<file path="src/rtl/mod_chan_scheduler_if.sv">
// mod_chan_scheduler_if
//
// Bundles the sequencer's traffic with the voice allocator and the shared
// modulation datapath into one connection.
//
//   master modport (the scheduler):
//      inputs  : sample_tick, chan_gate, mod_word_in
//      outputs : curr_note, note_enable, acc_en, word_valid, word_chan,
//                word_data, busy, sweep_done, overrun
//   slave modport (the surrounding system): the same signals, directions reversed.
interface mod_chan_scheduler_if #(
   parameter int NUM_CHAN = 16,
   parameter int NUM_BITS = 32
);
   localparam int IDX_W = $clog2(NUM_CHAN);

   logic                sample_tick;
   logic [NUM_CHAN-1:0] chan_gate;
   logic [NUM_BITS-1:0] mod_word_in;
   logic [NUM_CHAN-1:0] curr_note;
   logic [NUM_CHAN-1:0] note_enable;
   logic [NUM_CHAN-1:0] acc_en;
   logic                word_valid;
   logic [IDX_W-1:0]    word_chan;
   logic [NUM_BITS-1:0] word_data;
   logic                busy;
   logic                sweep_done;
   logic                overrun;

   modport master (
      input  sample_tick, chan_gate, mod_word_in,
      output curr_note, note_enable, acc_en, word_valid, word_chan,
             word_data, busy, sweep_done, overrun
   );

   modport slave (
      output sample_tick, chan_gate, mod_word_in,
      input  curr_note, note_enable, acc_en, word_valid, word_chan,
             word_data, busy, sweep_done, overrun
   );
endinterface

</file>
<file path="src/rtl/mod_chan_scheduler.sv">
// mod_chan_scheduler
//
// Time-multiplexing sequencer for the shared envelope/phase-modulation
// datapath. Each sample_tick starts one sweep over the channels: every channel
// gets a one-hot select held for SETTLE cycles, then a single commit cycle that
// pulses its accumulate enable and captures the modulated tuning word into an
// indexed output stream for the oscillator bank.
//
// Ports:
//   clk        - clock
//   rst        - synchronous, active-high reset; aborts a sweep immediately
//   bus        - mod_chan_scheduler_if.master:
//                sample_tick / chan_gate / mod_word_in in,
//                curr_note / note_enable / acc_en / word_valid / word_chan /
//                word_data / busy / sweep_done / overrun out
//
// Parameters: NUM_CHAN (>=2), NUM_BITS, SETTLE (0..15).
//
// Optional build macro MOD_SCHED_SKIP_IDLE_EN: channels whose gate snapshot is
// 0 are skipped with zero cycles, so released notes hold their envelope instead
// of decaying. Without it every channel is visited on every sweep.
module mod_chan_scheduler #(
   parameter int NUM_CHAN = 16,
   parameter int NUM_BITS = 32,
   parameter int SETTLE   = 1
) (
   input logic clk,
   input logic rst,
   mod_chan_scheduler_if.master bus
);
   localparam int IDX_W = $clog2(NUM_CHAN);

   typedef enum logic [1:0] {
      IDLE,
      HOLD,
      COMMIT
   } state_t;

   // With no settle time a channel goes straight from selection to commit.
   localparam state_t AFTER_SELECT = (SETTLE == 0) ? COMMIT : HOLD;
   localparam logic [3:0] SETTLE_LAST = 4'(SETTLE - 1);
   localparam logic [IDX_W-1:0] LAST_IDX = IDX_W'(NUM_CHAN - 1);

   state_t              state_q, state_d;
   logic [IDX_W-1:0]    idx_q, idx_d;
   logic [3:0]          cnt_q, cnt_d;
   logic [NUM_CHAN-1:0] noteEnable_q, noteEnable_d;
   logic                wordValid_q, wordValid_d;
   logic [IDX_W-1:0]    wordChan_q, wordChan_d;
   logic [NUM_BITS-1:0] wordData_q, wordData_d;
   logic                sweepDone_q, sweepDone_d;
   logic                overrun_q, overrun_d;

   logic [NUM_CHAN-1:0] currNote;
   logic [NUM_CHAN-1:0] accEn;
   logic                busy;

   logic                startFound;
   logic [IDX_W-1:0]    startIdx;
   logic                lastChan;
   logic [IDX_W-1:0]    nextIdx;

`ifdef MOD_SCHED_SKIP_IDLE_EN
   // Priority search for the lowest active channel. At a tick the search runs
   // over the live gates because the snapshot is only being loaded that cycle;
   // mid-sweep it runs over the snapshot, strictly above the current index.
   // Iterating downwards lets the lowest qualifying channel win.
   always_comb begin
      startFound = 1'b0;
      startIdx   = '0;
      lastChan   = 1'b1;
      nextIdx    = '0;
      for (int i = NUM_CHAN - 1; i >= 0; i--) begin
         if (bus.chan_gate[i]) begin
            startFound = 1'b1;
            startIdx   = IDX_W'(i);
         end
         if (noteEnable_q[i] && (IDX_W'(i) > idx_q)) begin
            lastChan = 1'b0;
            nextIdx  = IDX_W'(i);
         end
      end
   end
`else
   // Every channel is visited in order, so the walk simply counts up.
   always_comb begin
      startFound = 1'b1;
      startIdx   = '0;
      lastChan   = (idx_q == LAST_IDX);
      nextIdx    = idx_q + IDX_W'(1);
   end
`endif

   // Next-state and output logic. Select and commit strobes are decoded from
   // the state here; the output stream and status pulses are computed as
   // next-state values so they appear registered one cycle after the commit.
   always_comb begin
      state_d      = state_q;
      idx_d        = idx_q;
      cnt_d        = cnt_q;
      noteEnable_d = noteEnable_q;
      wordValid_d  = 1'b0;
      wordChan_d   = wordChan_q;
      wordData_d   = wordData_q;
      sweepDone_d  = 1'b0;
      overrun_d    = 1'b0;
      currNote     = '0;
      accEn        = '0;
      busy         = 1'b0;

      case (state_q)
         IDLE: begin
            if (bus.sample_tick) begin
               noteEnable_d = bus.chan_gate;
               cnt_d        = '0;
               idx_d        = startIdx;
               if (startFound) begin
                  state_d = AFTER_SELECT;
               end else begin
                  sweepDone_d = 1'b1;
               end
            end
         end

         HOLD: begin
            busy      = 1'b1;
            currNote  = NUM_CHAN'(1) << idx_q;
            overrun_d = bus.sample_tick;
            if (cnt_q == SETTLE_LAST) begin
               cnt_d   = '0;
               state_d = COMMIT;
            end else begin
               cnt_d = cnt_q + 4'd1;
            end
         end

         COMMIT: begin
            busy        = 1'b1;
            currNote    = NUM_CHAN'(1) << idx_q;
            accEn       = NUM_CHAN'(1) << idx_q;
            overrun_d   = bus.sample_tick;
            wordValid_d = 1'b1;
            wordChan_d  = idx_q;
            wordData_d  = bus.mod_word_in;
            cnt_d       = '0;
            if (lastChan) begin
               idx_d       = '0;
               sweepDone_d = 1'b1;
               state_d     = IDLE;
            end else begin
               idx_d   = nextIdx;
               state_d = AFTER_SELECT;
            end
         end

         default: begin
            state_d = IDLE;
         end
      endcase

      // Reset is synchronous, but the datapath must not see a commit or a
      // select in the cycle the sweep is being torn down.
      if (rst) begin
         currNote = '0;
         accEn    = '0;
         busy     = 1'b0;
      end
   end

   // State and registered-output flops.
   always_ff @(posedge clk) begin
      if (rst) begin
         state_q      <= IDLE;
         idx_q        <= '0;
         cnt_q        <= '0;
         noteEnable_q <= '0;
         wordValid_q  <= 1'b0;
         wordChan_q   <= '0;
         wordData_q   <= '0;
         sweepDone_q  <= 1'b0;
         overrun_q    <= 1'b0;
      end else begin
         state_q      <= state_d;
         idx_q        <= idx_d;
         cnt_q        <= cnt_d;
         noteEnable_q <= noteEnable_d;
         wordValid_q  <= wordValid_d;
         wordChan_q   <= wordChan_d;
         wordData_q   <= wordData_d;
         sweepDone_q  <= sweepDone_d;
         overrun_q    <= overrun_d;
      end
   end

   assign bus.curr_note   = currNote;
   assign bus.note_enable = noteEnable_q;
   assign bus.acc_en      = accEn;
   assign bus.word_valid  = wordValid_q;
   assign bus.word_chan   = wordChan_q;
   assign bus.word_data   = wordData_q;
   assign bus.busy        = busy;
   assign bus.sweep_done  = sweepDone_q;
   assign bus.overrun     = overrun_q;
endmodule

</file>
<file path="src/flat_wrapper.sv">
// flat-port wrapper written by rule: the top's interface ports become plain ports
module mod_chan_scheduler_flat 
#(
   parameter int NUM_CHAN = 16,
   parameter int NUM_BITS = 32,
   parameter int SETTLE   = 1
)
  (clk, rst, bus_sample_tick, bus_chan_gate, bus_mod_word_in, bus_curr_note, bus_note_enable, bus_acc_en, bus_word_valid, bus_word_chan, bus_word_data, bus_busy, bus_sweep_done, bus_overrun);
  mod_chan_scheduler_if #(.NUM_CHAN(NUM_CHAN), .NUM_BITS(NUM_BITS)) bus_i ();
  input logic clk;
  input logic rst;
  input wire logic [$bits(bus_i.sample_tick)-1:0] bus_sample_tick;
  input wire logic [$bits(bus_i.chan_gate)-1:0] bus_chan_gate;
  input wire logic [$bits(bus_i.mod_word_in)-1:0] bus_mod_word_in;
  output wire logic [$bits(bus_i.curr_note)-1:0] bus_curr_note;
  output wire logic [$bits(bus_i.note_enable)-1:0] bus_note_enable;
  output wire logic [$bits(bus_i.acc_en)-1:0] bus_acc_en;
  output wire logic [$bits(bus_i.word_valid)-1:0] bus_word_valid;
  output wire logic [$bits(bus_i.word_chan)-1:0] bus_word_chan;
  output wire logic [$bits(bus_i.word_data)-1:0] bus_word_data;
  output wire logic [$bits(bus_i.busy)-1:0] bus_busy;
  output wire logic [$bits(bus_i.sweep_done)-1:0] bus_sweep_done;
  output wire logic [$bits(bus_i.overrun)-1:0] bus_overrun;
  assign bus_i.sample_tick = bus_sample_tick;
  assign bus_i.chan_gate = bus_chan_gate;
  assign bus_i.mod_word_in = bus_mod_word_in;
  assign bus_curr_note = bus_i.curr_note;
  assign bus_note_enable = bus_i.note_enable;
  assign bus_acc_en = bus_i.acc_en;
  assign bus_word_valid = bus_i.word_valid;
  assign bus_word_chan = bus_i.word_chan;
  assign bus_word_data = bus_i.word_data;
  assign bus_busy = bus_i.busy;
  assign bus_sweep_done = bus_i.sweep_done;
  assign bus_overrun = bus_i.overrun;
  mod_chan_scheduler #(.NUM_CHAN(NUM_CHAN), .NUM_BITS(NUM_BITS), .SETTLE(SETTLE)) u_core (.clk(clk), .rst(rst), .bus(bus_i));
endmodule
</file>
<file path="config.mk">
export PLATFORM = sky130hd
export DESIGN_NAME = mod_chan_scheduler_flat
export DESIGN_NICKNAME = d
export VERILOG_FILES = /design/src/rtl/mod_chan_scheduler_if.sv /design/src/rtl/mod_chan_scheduler.sv /design/src/flat_wrapper.sv
export SDC_FILE = /design/constraint.sdc
export NUM_CORES = 1
export LEC_CHECK = 0
export ABC_CLOCK_PERIOD_IN_PS = 1550
export BUFFER_PORTS_ARGS = -buffer_cell sky130_fd_sc_hd__buf_2
export CAP_MARGIN = 0
export CELL_PAD_IN_SITES_DETAIL_PLACEMENT = 1
export CELL_PAD_IN_SITES_GLOBAL_PLACEMENT = 1
export CORE_ASPECT_RATIO = 0.75
export CORE_MARGIN = 4
export CORE_UTILIZATION = 29
export DETAILED_ROUTE_END_ITERATION = 8
export PLACE_DENSITY = 0.79
export SYNTH_ARGS = -nofsm -noshare
export SYNTH_HDL_FRONTEND = slang
export SYNTH_SLANG_ARGS = --single-unit
</file>
<file path="constraint.sdc">
create_clock -name clk -period 1.55 [get_ports clk]
set_input_delay 0.0775 -clock clk [delete_from_list [all_inputs] [get_ports clk]]
set_output_delay 0.0775 -clock clk [all_outputs]
set_load 0.02 [all_outputs]
</file>
==> out/results.tsv <==
stage	metric	value	unit
sta	rsz0062_at_grt	true	
placed_design	dp_slack	-0.0965	ns
sta	tightest_slew	0.363	ns
grt	use_met1	19.2	%
sta	fin_crit_sh	119	%
die	rows	31	
sta	max_freq	0.544	GHz
pwr	irDropWorstVdd	726	uV
grt	grtUsageMet3	7.59	%
yosys	synth_nets	384	
pwr	cellPowerDensity	1380	mW/mm2
outcome	run_status	finished, violations left	
sta	fin_ws	-0.289	ns
grt	use_met2	34.7	%
outcome	violations	negative setup slack	
yosys	ys_types	32	
sta	slew_headroom	75.8	%
die	die-area	0.0115	mm2
placed_design	hpwlAfterDp	6.76	mm
pwr	internal_power	4.36	mW
grt	grt_overflow	0	
pwr	p_clk_share	34.1	%
yosys	ys_warn_count	0	
setup_path	required	1.47	ns
hold_path	min_path_type	in2reg	
clock_network	path_clk_slew	0.05	ns
grt	antenna_found_initial	0	
sta	finalMaxSlewViolations	0	
layout	num-fill-cells	1144	
clock_network	h-tree-depth	3	
yosys	synth_seq_area_share	45.7	%
sta	min_period	1.84	ns
drt	wl_per_cell	16.5	um
grt	grt_util_all_layers	18.5	%
setup_path	r2r_cells	5	
layout	post-route-util	49.6	%
setup_path	cp.arrival	1.76	ns
layout	multiInputGateArea	0.00162	mm2
yosys	ys_ff_latch	65	
pwr	pwr-share-comb	34.4	%
layout	area.growth.synth_to_final	67.3	%
pwr	switching_share	33.6	%
setup_path	critPathKind	reg2out	
run	drv_cap	0	
die	die_h	93.8	um
grt	first_global_vias	3212	
sta	setup_viol	33	
clock_network	insertion_delay	0.33	ns
drt	routed-via-count	2970	
die	die_x	122	um
setup_path	start_kind	flop	
sta	hold_viol	0	
clock_network	clk_path_buf_depth	2	
sta	whs	0.00207	ns
pwr	seq_power_share	31.5	%
layout	stdcell_count	644	
layout	antenna_cells	0	
pwr	switching_power	2.20	mW
yosys	synthesis.area	0.00285	mm2
layout	design_area	0.00477	mm2
layout	layout.nets	571	
grt	grt_pass1_wl	16.4	mm
drt	initialDrtViolationCount	89	
die	initial_core_util	29.6	%
placed_design	numPortBuffers	138	
grt	busiest_layer	met2	
yosys	synth_cells	320	
clock_network	cts_buffers	9	
hold_path	hold_depth	3	
setup_path	worst_setup_path_end_kind	output pin	
clock_network	cts_root_buf	clkbuf_16	
pwr	total_power	6.56	mW
drt	drt.antenna.violating_nets	0	
grt	grt_max_degree	32	
setup_path	worstPathMaxFanout	6	
die	core_area	0.00962	mm2
yosys	async_flop_share	0	%
sta	finClkSkew	0.00345	ns
layout	seq_area	0.00131	mm2
sta	final.setup.tns	-5.72	ns
drt	drtPass1Iterations	4	
drt	routed_wl	10.7	mm
clock_network	tritoncts	done	
yosys	synth_edf_count	0	
clock_network	cts_sinks	65	
placed_design	post-place-cells	584	
layout	drive_gt1_share	40.8	%
pwr	p_leak	2.17	nW
yosys	synth.avg_cell_area	8.90	um2
drt	drc	0	
placed_design	dpl-instance-area	0.00380	mm2
yosys	ys.flop_type	dfxtp_1	
die	ios	139	
drt	vias_per_cell	4.61	
placed_design	globalplace.congestion	0.778	
## cell type report
| cell class | count | area share (%) |
|---|---|---|
| Multi-Input combinational cell | 229 | 33.9 |
| Timing Repair Buffer | 195 | 27.6 |
| Sequential cell | 65 | 27.5 |
| Clock buffer | 11 | 5.30 |
| Tap cell | 132 | 3.46 |
| Clock inverter | 5 | 1.63 |
| Inverter | 7 | 0.604 |
## state kept, by name (all words and copies together) (netlist names)
name                    cells
u_core.cnt_q                4
u_core.bus.word_chan        4
u_core.bus.word_data       32
u_core.bus.note_enable     16
u_core.idx_q                4
u_core.state_q              2
u_core.bus.word_valid       1
u_core.bus.overrun          1
u_core.bus.sweep_done       1
## cell usage after synthesis, drive strengths merged, types with 7 or more instances
cell type   n  area (um2)
nand2b      7        43.8
ha         13         163
mux2i      36         360
nand2      41         154
buf         9        47.5
a21oi      23         119
dfxtp      65        1300
nor2       50         188
and2       19         119
clkbuf     10        37.5
inv         7        26.3
## logic make-up (layout without fill, tap and decap cells)
| family | count (synthesis) | after routing | share of synthesized area, % |
|---|---|---|---|
| AND/OR/NAND/NOR | 145 | 145 | 24.0 |
| AO/OA/AOI/OAI | 35 | 35 | 8.08 |
| buffers and inverters | 26 | 218 | 3.91 |
| multiplexers | 36 | 36 | 12.6 |
| flip-flops | 65 | 65 | 45.7 |
| adder cells (fa/ha/maj) | 13 | 13 | 5.71 |
## cell usage in the layout, fill, tap and decap left out, types with 5 or more instances in the layout
cell type        n
buf_2          122
dfxtp_1         61
dlygate4sd3_1   42
nor2_1          39
nand2_1         36
mux2i_1         35
a21oi_1         22
buf_4           19
and2_1          18
buf_6           11
ha_1            10
clkbuf_16        9
nand2b_1         7
nor2_4           7
inv_1            5
## worst max-delay path, stage by stage (launching register included)
cell and delay, ns:
dfxtp_4 0.37, inv_4 0.04, ha_4 0.25, nor2b_4 0.27
nand2_2 0.13, nor2_1 0.18, buf_4 0.18
## what timing repair did
item	in CTS	in global routing
resized for setup	26	35
pin swaps	3	8
hold endpoints to repair	42	0
hold buffers	42	0
buffers inserted	1	1
endpoints found under the setup margin	52	48
## layer usage
metal | routed length [um] | up-vias
met5 | 0 | -
met1 | 4190 | 1419
met2 | 5580 | 100
met3 | 753 | 12
li1 | - | 1439
met4 | 136 | 0
## path summary, 6_finish.rpt
check,startpoint,to,slack [ns]
worst min register to register,u_core.bus.note_enable[12],u_core.bus.note_enable[12],0.45
worst max-delay path,u_core.state_q[1],bus_curr_note[7],-0.29
worst max register to register,u_core.cnt_q[1],u_core.state_q[0],0.10
worst min-delay path,bus_mod_word_in[5],u_core.bus.word_data[5],0.002
## power groups by stage
stage,clock network (mW),logic (mW),registers [mW]
2_1_floorplan,0,1.04,2.35
3_3_place_gp,0,1.93,2.07
3_5_place_dp,0,1.98,2.08
4_1_cts,2.30,2.19,2.06
5_1_grt,2.38,2.43,2.10
6_report,2.24,2.25,2.07
(Power assumes the default switching activity.)
